**src/rtl/uart_rx_stream.sv**
```systemverilog
`timescale 1ns/1ps
`default_nettype none
// ============================================================================
// Module   : uart_rx_stream
// Purpose  : 8N1 UART receiver with FWFT byte FIFO, valid/ready output,
//            rts flow control and frame-error / overrun pulses.
// Revision : 1.0 - initial release
// ============================================================================
module uart_rx_stream #(
    parameter int BIT_CLK    = 87,
    parameter int DEPTH      = 16,
    parameter int RTS_MARGIN = 4
) (
    input  logic       clk,
    input  logic       reset,
    input  logic       rxd,
    output logic       rts,
    output logic [7:0] rxdata,
    output logic       rx_valid,
    input  logic       rx_ready,
    output logic       frame_err,
    output logic       overrun
);

    localparam int C_HALF = BIT_CLK / 2;
    localparam int C_CW   = $clog2(BIT_CLK);
    localparam int C_AW   = $clog2(DEPTH);
    localparam int C_NW   = C_AW + 1;

    localparam logic [C_CW-1:0] C_CNT_HALF = C_CW'(C_HALF - 1);
    localparam logic [C_CW-1:0] C_CNT_LAST = C_CW'(BIT_CLK - 1);
    localparam logic [C_NW-1:0] C_FULL     = C_NW'(DEPTH);
    localparam logic [C_NW-1:0] C_RTS_MAX  = C_NW'(DEPTH - RTS_MARGIN - 1);

    localparam logic [2:0] C_ST_IDLE  = 3'd0;
    localparam logic [2:0] C_ST_START = 3'd1;
    localparam logic [2:0] C_ST_DATA  = 3'd2;
    localparam logic [2:0] C_ST_STOP  = 3'd3;
    localparam logic [2:0] C_ST_WAIT  = 3'd4;

    logic            sync1_q, rxs_q;
    logic [2:0]      state_q, state_d;
    logic [C_CW-1:0] cnt_q, cnt_d;
    logic [2:0]      idx_q, idx_d;
    logic [7:0]      shreg_q, shreg_d;
    logic [7:0]      mem_q [DEPTH];
    logic [7:0]      mem_d [DEPTH];
    logic [C_AW-1:0] wr_ptr_q, wr_ptr_d, rd_ptr_q, rd_ptr_d;
    logic [C_NW-1:0] count_q, count_d;
    logic            rts_q, rts_d;
    logic            frame_err_q, frame_err_d;
    logic            overrun_q, overrun_d;

    logic            stop_tick, push_req, push_ok, pop, full;

    always_ff @(posedge clk) begin
        if (reset) begin
            sync1_q     <= 1'b1;
            rxs_q       <= 1'b1;
            state_q     <= C_ST_IDLE;
            cnt_q       <= '0;
            idx_q       <= '0;
            shreg_q     <= '0;
            mem_q       <= '{default: '0};
            wr_ptr_q    <= '0;
            rd_ptr_q    <= '0;
            count_q     <= '0;
            rts_q       <= 1'b0;
            frame_err_q <= 1'b0;
            overrun_q   <= 1'b0;
        end else begin
            sync1_q     <= rxd;
            rxs_q       <= sync1_q;
            state_q     <= state_d;
            cnt_q       <= cnt_d;
            idx_q       <= idx_d;
            shreg_q     <= shreg_d;
            mem_q       <= mem_d;
            wr_ptr_q    <= wr_ptr_d;
            rd_ptr_q    <= rd_ptr_d;
            count_q     <= count_d;
            rts_q       <= rts_d;
            frame_err_q <= frame_err_d;
            overrun_q   <= overrun_d;
        end
    end

    always_comb begin
        state_d = state_q;
        cnt_d   = cnt_q + C_CW'(1);
        idx_d   = idx_q;
        shreg_d = shreg_q;
        case (state_q)
            C_ST_IDLE: begin
                cnt_d = '0;
                if (!rxs_q) state_d = C_ST_START;
            end
            C_ST_START: begin
                if (cnt_q == C_CNT_HALF) begin
                    cnt_d   = '0;
                    idx_d   = '0;
                    state_d = rxs_q ? C_ST_IDLE : C_ST_DATA;
                end
            end
            C_ST_DATA: begin
                if (cnt_q == C_CNT_LAST) begin
                    cnt_d          = '0;
                    shreg_d[idx_q] = rxs_q;
                    idx_d          = idx_q + 3'd1;
                    if (idx_q == 3'd7) state_d = C_ST_STOP;
                end
            end
            C_ST_STOP: begin
                if (cnt_q == C_CNT_LAST) begin
                    cnt_d   = '0;
                    state_d = rxs_q ? C_ST_IDLE : C_ST_WAIT;
                end
            end
            C_ST_WAIT: begin
                cnt_d = '0;
                if (rxs_q) state_d = C_ST_IDLE;
            end
            default: begin
                cnt_d   = '0;
                state_d = C_ST_IDLE;
            end
        endcase
    end

    // When full, a same-cycle pop frees the slot the push lands in (wr_ptr == rd_ptr).
    always_comb begin
        stop_tick   = (state_q == C_ST_STOP) && (cnt_q == C_CNT_LAST);
        push_req    = stop_tick && rxs_q;
        frame_err_d = stop_tick && !rxs_q;
        pop         = (count_q != '0) && rx_ready;
        full        = (count_q == C_FULL);
        push_ok     = push_req && (!full || pop);
        overrun_d   = push_req && full && !pop;

        mem_d = mem_q;
        if (push_ok) mem_d[wr_ptr_q] = shreg_q;
        wr_ptr_d = wr_ptr_q + C_AW'(push_ok);
        rd_ptr_d = rd_ptr_q + C_AW'(pop);
        count_d  = count_q + C_NW'(push_ok) - C_NW'(pop);
        rts_d    = (count_d <= C_RTS_MAX);
    end

    assign rxdata    = mem_q[rd_ptr_q];
    assign rx_valid  = (count_q != '0);
    assign rts       = rts_q;
    assign frame_err = frame_err_q;
    assign overrun   = overrun_q;

endmodule
`default_nettype wire

```
**config.mk**
```make
export PLATFORM = sky130hd
export DESIGN_NAME = uart_rx_stream
export DESIGN_NICKNAME = d
export VERILOG_FILES = /design/src/rtl/uart_rx_stream.sv
export SDC_FILE = /design/constraint.sdc
export NUM_CORES = 1
export LEC_CHECK = 0
export BUFFER_PORTS_ARGS = -buffer_cell sky130_fd_sc_hd__buf_2
export CAP_MARGIN = 25
export CORE_MARGIN = 2
export CORE_UTILIZATION = 55
export DETAILED_ROUTE_END_ITERATION = 7
export PLACE_DENSITY = 0.73
export SYNTH_ARGS = -nofsm -noshare
export SYNTH_HDL_FRONTEND = slang
export SYNTH_SLANG_ARGS = --single-unit
```
**constraint.sdc**
```tcl
create_clock -name clk -period 3.1 [get_ports clk]
set_clock_uncertainty 0.1 [all_clocks]
set_input_delay 0.775 -clock clk [delete_from_list [all_inputs] [get_ports clk]]
set_output_delay 0.775 -clock clk [all_outputs]
set_load 0.005 [all_outputs]
```
==> impl_results.md, run 1 <==
- Critical path type: flop to primary output
- Hold Fails Final Rpt: 0
- Leakage: 3.820 nW
- Die Y: 121.3 um
- Clock share of power: 42.8%
- First-pass GRT wire length: 27.76 mm
- Worst setup SP type: flop
- CP max FO: 18
- Post-Synthesis Cells: 732
- Ys Warns: 0
- Synth top cells by count: dfxtp_1, nand2_1, mux2i_1
- Die span in x: 121.3 um
- CTS Buf Count: 17
- Slew HR: 44.87%
- Initial antenna violation count: 0
- Power per cell area: 624.5 nW/um^2
- Status: complete, no violations
- Main synth FF type: dfxtp_1
- Port buffer count: 15
- Full die area: 14720 sq um
- Clk slew on worst S/H paths: 60 ps
- HP Class: flop to flop
- End-of-flow core utilization: 63.92%
- Fin. max-slew vios: 0
- Syn Area/Cell: 10.34 sq um
- Synth-to-layout area growth: 12.67%
- CTS tree: yes
- Net Sw Frac: 24.70%
- IO Count: 16
- Least-Margin Pin Slew: 827.0 ps
- P_int: 4.012 mW
- Post-synthesis net count: 751
- Row count: 42
- Layout cells sized above 1: 18.40%
- Total power: 5.328 mW
- Number of global-route vias before repair: 5461
- Mapped cell area: 7572 sq um
- CP startpoint: rd_ptr_q[0]
- Largest net degree at the start of global routing: 93
- Post-DP HPWL: 11.29 mm
- WL per Instance: 18.68 um
- Antenna cells: 0
- Cell taking the most area after synthesis: dfxtp_1
- Max-Cap Viols: 0
- Hold path startpoint: sync1_q
- Top-area cell type share of the netlist area: 44.15%
- CTS Hold Bufs: 0
- Worst reg2reg setup slack: 160 ps
- Core Region: 13350 sq um
- All-Layer GR Usage: 24.79%
- Sequential power share: 42.6%
- CTS H-tree depth: 4
- Synth cell types: 50
- Routed vias/inst: 5.907
- Worst R2R Start: count_q[3]
- Fin crit share: 98.45%
- Clock root buffer: clkbuf_16
- CTS sink cnt: 167
- Max Clk Rate: 0.3277 GHz
- Initial Util: 56.73%
- Count leader, synth: dfxtp_1
- GPL Wtd Cong: 0.7767
- Post-layout minimum cycle time: 3052 ps
- First-pass DRT Iterations: 7
- Synth area leaders: dfxtp_1, mux2i_1, mux4_2
- Crit. End Element: primary output
- Max VDD drop: 470.8 uV
- Count of final setup violators: 0
- Worst EP arrival: 2180 ps
- RSZ-0062 raised after global routing: yes
- Combinational fraction of design power: 14.6%
- Async set-reset flop share out of synthesis: 0%
- Required @ worst endpoint: 2220 ps
- Max clock buf depth: 2
- Aggregate global routing overflow: 0
- Nets: 756
- Final ANT Viol Nets: 0
- DRC viols: 0
- Via count: 5470
- Sw Pwr: 1.316 mW
- Number of flops mapped to enable cells by yosys: 0
- Insertion delay to the later sink of the worst-skew pair: 430 ps
- Total wire length: 17.30 mm
- FF+latch count, synth: 167
- Register area share after synthesis: 44.15%
- 1st-iter DRT viols: 397
==> cell type report <==
type | instances | area [sq um]
Clock buffer | 21 | 470.5
Clock inverter | 11 | 168.9
Timing Repair Buffer | 39 | 280.3
Tap cell | 176 | 220.2
Multi-Input combinational cell | 502 | 4001
Fill cell | 1060 | 4816
Inverter | 10 | 40.04
Sequential cell | 167 | 3351
==> timing repair <==
item / CTS / global route
buffers inserted: 1 / 2
gates resized for setup: 5 / 9
hold endpoints to repair: 0 / 0
endpoints found under the setup margin: 9 / 8
pin swaps: 3 / 4
==> sequential cells by signal, indices dropped and copies added, names as in the netlist, 3 cells and up <==
signal	flops
wr_ptr_q	4
state_q	3
count_q	5
rd_ptr_q	4
mem_q	128
idx_q	3
shreg_q	8
cnt_q	7
==> final timing paths <==
check | to | cells after the start
worst max-delay path | rxdata[6] | 5
worst min-delay path | rxs_q | 1
worst max register to register | rts | 13
worst min register to register | rxs_q | 1
==> per-layer routing <==
layer  wire, um  global-route usage (%)  vias up
li1           -                       -     2595
met1       7649                   31.41     2727
met2       8512                   41.54      121
met3        771                   4.746       27
met4        367                   10.34        0
met5          0                       0        -
==> worst max-delay path: stages, from the launching register on <==
cell and delay [ps]:
dfxtp_4 460, buf_12 220, mux4_2 540, a22oi_2 240, nand2_1 120, buf_2 140
==> power by group through the flow <==
stage / clock [mW] / sequential [mW] / combinational (mW)
after global placement: 0 / 2.31 / 0.679
after floorplan: 0 / 2.26 / 0.568
after global routing: 2.39 / 2.28 / 0.853
after CTS: 2.30 / 2.26 / 0.749
after detailed placement: 0 / 2.31 / 0.718
final: 2.28 / 2.27 / 0.778
==> cell usage in the layout, fill, tap and decap left out, types with 4 or more instances in the layout <==
cell       instances
ha_1              13
buf_4             22
xnor2_1            9
inv_1              8
nor2_1            23
nand3_2           12
bufinv_16          4
a21oi_1            7
mux2i_1          124
nor2b_1           11
xor2_1             4
o21ai_0            6
nand2b_1           5
nand2_1          151
clkbuf_16         17
nand3_1            8
a22oi_1           15
nor3_1            13
mux4_2            33
a31o_1             6
or3_1              8
and2_1             4
dfxtp_1          163
buf_2             15
nor4_1            10
==> cell families after synthesis <==
kind of cell | share of synthesized area (%)
AOI/OAI and AO/OA | 4.197
xor gates and xnor gates | 1.504
adders and majority gates | 2.578
buffers and inverters | 3.420
DFF | 44.15
muxes | 26.35
and+or+nand+nor | 17.80
==> metrics by stage <==
step	area, sq um	std cells	hold slack [ps]	setup slack (ps)	setup TNS, ps
floorplan	7574	732	289.5	15.31	0
global placement	7833	891	308.8	58.29	0
detailed placement	7833	891	306.2	-127.5	-204.7
CTS	8496	924	331.2	-2.780	-2.780
global route	8532	926	334.0	-15.22	-15.22
finish	8532	926	324.3	48.20	0
No activity file was read; power rests on OpenSTA's default activity.
==> inputs of run 2 (changes only) <==
PLACE_DENSITY = 0.7   (was 0.73)
clock period = 3.55 ns   (was 3.1 ns; I/O delays follow)
==> run 2 against run 1 <==
Count of clock-buffer cells in the layout up 1; worst hold slack lost 8.4 ps; critical path depth unchanged; global-route usage about the same; register-to-register slack improved by 220 ps; total power decreased by 15%; critical path type unchanged; critical endpoint is now rxdata[3].
==> impl_results.md, run 2 (synthesis results as in run 1) <==
- Initial Util: 56.73% (unchanged)
- Slowest cell delay on critical path: 630 ps (+90 ps)
- HP Class: flop to flop
- CP startpoint: rd_ptr_q[1]
- Final ANT Viol Nets: 0 (unchanged)
- Least-Margin Pin Slew: 933.9 ps (+107.0 ps)
- Crit. End Element: primary output
- Largest net degree at the start of global routing: 86 (-7.5%)
- Core Region: 13350 sq um (unchanged)
- Worst EP arrival: 2270 ps (+90 ps)
- Hold Fails Final Rpt: 0 (unchanged)
- Total wire length: 16.95 mm (-2.0%)
- Power per cell area: 539.9 nW/um^2 (-14%)
- Sum Neg Setup Slack: 0 ps (unchanged)
- Family with the most delay on the worst path: flip-flops
- Worst reg2reg setup slack: 380 ps (+220 ps)
- Number of global-route vias before repair: 5304 (-2.9%)
- CTS Buf Count: 17 (unchanged)
- Die span in x: 121.3 um (unchanged)
- RSZ-0062 raised after global routing: no
- Final worst setup slack: 289.0 ps (+240.8 ps)
- Initial antenna violation count: 0 (unchanged)
- Place WS: 399.6 ps (+527.1 ps)
- Die Y: 121.3 um (unchanged)
- Final Instance Count excl. Fillers: 910 (-1.7%)
- Post-layout minimum cycle time: 3261 ps
- Reg-to-Reg End: rts
- Layout cells sized above 1: 15.12% (-3.3 points)
- GPL Wtd Cong: 0.8520 (+9.7%)
- Max reg flops: 128 (unchanged)
- Required @ worst endpoint: 2560 ps (+340 ps)
- Crit-path cells: buf_4 -> mux4_2 -> a22oi_1 -> nand2_1 -> buf_2
- Most common cell after layout, fill and taps aside: dfxtp_1
- Clock root buffer: clkbuf_16
- Clk slew on worst S/H paths: 60 ps (about the same)
- Aggregate global routing overflow: 0 (unchanged)
- Most frequent cells in the layout: dfxtp_1, nand2_1, mux2i_1, mux4_2, nor2_1
- Via count: 5325 (-2.7%)
- Fin crit share: 91.86%
- CP max FO: 15 (-3)
- Nets: 740 (-2.1%)
- All-Layer GR Usage: 24.81% (about the same)
- FILL cells: 1048 (-1.1%)
- CP endpoint: rxdata[3]
- CTS tree: yes
- Leakage: 3.720 nW (-2.6%)
- Insertion delay to the later sink of the worst-skew pair: 430 ps (about the same)
- Dpl cells: 878 (-1.5%)
- CTS Hold Bufs: 0 (unchanged)
- Post-CTS setup buffer count: 0 (-1)
- Largest registers: mem_q: 128 flops, shreg_q: 8 flops, cnt_q: 7 flops
- Crit path buf inv count: 2 (unchanged)
- 1st-iter DRT viols: 369 (-7.1%)
- Reg2reg path depth: 13 (unchanged)
- Crit-path slowest cell: dfxtp_1
- Slew HR: 37.61% (-7.3 points)
- Post-CTS Resized: 0 (-5)
- Max VDD drop: 444.2 uV (-5.7%)
- CP Depth: 5 (unchanged)
- Post-DP HPWL: 10.88 mm (-3.6%)
- Max Clk Rate: 0.3067 GHz
- Worst setup SP type: flop
- WL per Instance: 18.62 um (-0.32%)
- Finished Cell Area: 8347 sq um (-2.2%)
- Worst R2R Start: count_q[3]
- Port buffer count: 15 (unchanged)
- Full die area: 14720 sq um (unchanged)
- CTS H-tree depth: 4 (unchanged)
- Routed vias/inst: 5.852 (-0.94%)
- Placed inst area: 7721 sq um (-1.4%)
- Max clock buf depth: 2 (unchanged)
- Top reg by flops: mem_q
- Row count: 42 (unchanged)
- Count of final setup violators: 0 (unchanged)
- First-pass DRT Iterations: 5 (-2)
- Fin. max-slew vios: 0 (unchanged)
- Antenna cells: 0 (unchanged)
- First-pass GRT wire length: 27.68 mm (-0.30%)
- DRC viols: 0 (unchanged)
- Worst Hold Margin: 316.0 ps (-8.358 ps)
- Synth-to-layout area growth: 10.23%
- CTS sink cnt: 167 (unchanged)
- Max-Cap Viols: 0 (unchanged)
- Critical path type: flop to primary output
- IO Count: 16 (unchanged)
- Status: complete, no violations
==> run 2: changes by cell type in the layout (fill, tap and decap cells not counted), moves of 2 or more <==
cell / delta
a22oi_1: +2
a22oi_2: -2
dfxtp_2: -2
buf_4: -15
dfxtp_1: +3
==> run 2: worst min path at each step <==
stage	start	end	slack, ps	depth (start not counted)
3_5_place_dp	sync1_q	rxs_q	310	1
4_1_cts	sync1_q	rxs_q	320	1
5_1_grt	sync1_q	rxs_q	330	1
3_3_place_gp	sync1_q	rxs_q	310	1
6_report	sync1_q	rxs_q	320	1
2_1_floorplan	sync1_q	rxs_q	290	1
==> run 2: through the flow <==
stage,power (mW),utilization (%)
final,4.507,62.53
after global routing,4.672,62.53
after CTS,4.529,62.53
after detailed placement,2.607,57.85
after global placement,2.591,57.85
after floorplan,2.472,-
==> run 2: report_power, final <==
group	total (mW)	switching (mW)	internal (mW)
Clock	1.94	0.759	1.18
Sequential	1.95	0.0374	1.92
Combinational	0.608	0.326	0.282
Total	4.51	1.12	3.38
==> run 2: metal layers <==
metal  part of all wire [%]  wire length (um)  track usage, %
met5                      0                 0               0
met3                    5.8               986           5.545
met1                     44              7423           32.19
met4                    2.7               451           10.78
met2                     48              8086           39.89
==> run 2: area by class of cell <==
type                       count  area [sq um]  area share, %
sequential                   167          3344          40.07
inverter                      10         38.79         0.4647
clock buffer                  22         484.2          5.801
clock inverter                10         141.4          1.694
timing repair buffer          23         147.6          1.769
tap                          176         220.2          2.638
multi-input combinational    502          3970          47.56
==> run 2: worst reg2reg max path: cells and delay by family (launching register included) <==
family	cells	cell delay (ps)
compound gates	3	420
xor+xnor	1	210
fa+ha+maj	4	1010
flops	1	320
simple gates	3	950
buf+inv	2	120
==> inputs of run 3 (changes only) <==
CORE_MARGIN = default   (was 2)
==> run 3 against run 2 <==
Worst hold slack better by 31 ps; fmax about the same; combinational power up 0.8%; final cell count up 0.44%; routed wire length up 1.9%; highest routed layer unchanged.
==> impl_results.md, run 3 (synthesis results as in run 1) <==
- Status: complete, no violations
- Die Y: 119.3 um (-1.6%)
- CTS Buf Count: 17 (unchanged)
- Aggregate global routing overflow: 0 (unchanged)
- Hold Fails Final Rpt: 0 (unchanged)
- Sum Neg Setup Slack: 0 ps (unchanged)
- Synth-to-layout area growth: 11.12%
- All-Layer GR Usage: 25.90% (+1.1 points)
- CTS H-tree depth: 4 (unchanged)
- Post-CTS setup buffer count: 0 (unchanged)
- First-pass GRT wire length: 28.27 mm (+2.1%)
- Crit. End Element: primary output
- Max Clk Rate: 0.3065 GHz (about the same)
- Critical path type: flop to primary output
- Die span in x: 119.3 um (-1.6%)
- Top reg by flops: mem_q
- Least-Margin Pin Slew: 854.9 ps (-79.05 ps)
- RSZ-0062 raised after global routing: no
- Slew HR: 43.01% (+5.4 points)
- HP Class: flop to flop
- Final worst setup slack: 286.9 ps (-2.082 ps)
- Fin. max-slew vios: 0 (unchanged)
- Leakage: 3.751 nW (+0.84%)
- Post-CTS Resized: 0 (unchanged)
- Insertion delay to the later sink of the worst-skew pair: 430 ps (about the same)
- Worst setup SP type: flop
- Initial antenna violation count: 0 (unchanged)
- WL per Instance: 18.90 um (+1.5%)
- Total power: 4.602 mW (+2.1%)
- Row count: 42 (unchanged)
- Port buffer count: 15 (unchanged)
- Total wire length: 17.27 mm (+1.9%)
- Hold Path Stages: 1 (unchanged)
- Post-DP HPWL: 11.33 mm (+4.1%)
- Required @ worst endpoint: 2560 ps (about the same)
- End-of-flow core utilization: 63.04% (+0.51 points)
- CTS tree: yes
- Layout cells sized above 1: 15.72% (+0.60 points)
- Antenna cells: 0 (unchanged)
- Routed vias/inst: 5.951 (+1.7%)
- Core Region: 13350 sq um (unchanged)
- IO Count: 16 (unchanged)
- Initial Util: 56.73% (unchanged)
- Count of final setup violators: 0 (unchanged)
- CP max FO: 16 (+1)
- Via count: 5439 (+2.1%)
- Fin crit share: 91.92% (about the same)
- Worst EP arrival: 2280 ps (about the same)
- 1st-iter DRT viols: 430 (+17%)
- Most common cell after layout, fill and taps aside: dfxtp_1
- Final ANT Viol Nets: 0 (unchanged)
- Max-Cap Viols: 0 (unchanged)
- Number of global-route vias before repair: 5514 (+4.0%)
- CTS sink cnt: 167 (unchanged)
- Clock root buffer: clkbuf_16
- Largest registers: mem_q: 128 flops, shreg_q: 8 flops, cnt_q: 7 flops
- Max reg flops: 128 (unchanged)
- DRC viols: 0 (unchanged)
- Reg2reg path depth: 13 (unchanged)
- Clk slew on worst S/H paths: 60 ps (about the same)
- Power per cell area: 546.9 nW/um^2 (+1.3%)
- Most frequent cells in the layout: dfxtp_1, nand2_1, mux2i_1, mux4_2, nor2_1
- GPL Wtd Cong: 0.8464 (-0.66%)
- CTS Hold Bufs: 0 (unchanged)
- Max VDD drop: 344.0 uV (-23%)
- Worst reg2reg setup slack: 310 ps (-70 ps)
- Max clock buf depth: 2 (unchanged)
- First-pass DRT Iterations: 5 (unchanged)
- Place WS: 338.3 ps (-61.35 ps)
- Nets: 744 (+0.54%)
- Largest net degree at the start of global routing: 64 (-26%)
- Post-layout minimum cycle time: 3263 ps (+2.082 ps)
- Full die area: 14240 sq um (-3.3%)
-- run 3: cell count changes in the layout (fill, tap and decap cells not counted) --
cell / change
buf_4: +3
inv_6: -2
buf_12: +1
bufinv_16: +1
clkbuf_1: -1
clkinv_4: +1
clkinvlp_4: +1
-- run 3: layer usage --
metal	wire length (um)	track usage (%)	up-vias
met5	0	0	-
li1	-	-	2557
met1	7641	32.53	2713
met4	395	11.48	0
met2	8387	42.70	135
met3	846	5.699	34
-- run 3: final timing paths --
check,startpoint,to
min reg2reg,sync1_q,rxs_q
max reg2reg,count_q[3],rts
max,rd_ptr_q[0],rxdata[1]
min,sync1_q,rxs_q
-- run 3: critical path, stage by stage, from the launching register on --
cell and delay (ps):
dfxtp_2 560, buf_12 240, mux4_2 520, a22oi_1 300
nand2_1 90, buf_2 130
-- run 3: cell type report --
type | instances | area (sq um)
clock inverter | 11 | 170.2
timing repair buffer | 27 | 190.2
multi-input combinational | 502 | 3970
tap | 176 | 220.2
clock buffer | 21 | 480.5
sequential | 167 | 3344
fill | 1090 | 4933
inverter | 10 | 38.79
-- run 3: report_power, final --
group	internal (mW)	switching (mW)	total, mW	leakage [nW]
logic	0.299	0.314	0.613	2.09
clock network	1.25	0.755	2.01	0.311
registers	1.92	0.0653	1.98	1.35
-- run 3: through the flow --
stage	instance area, sq um	cells	hold WS [ps]
after detailed placement	7764	882	314.0
after global routing	8414	914	364.0
after global placement	7764	882	328.6
final	8414	914	347.2
after floorplan	7572	732	289.5
after CTS	8414	914	348.8
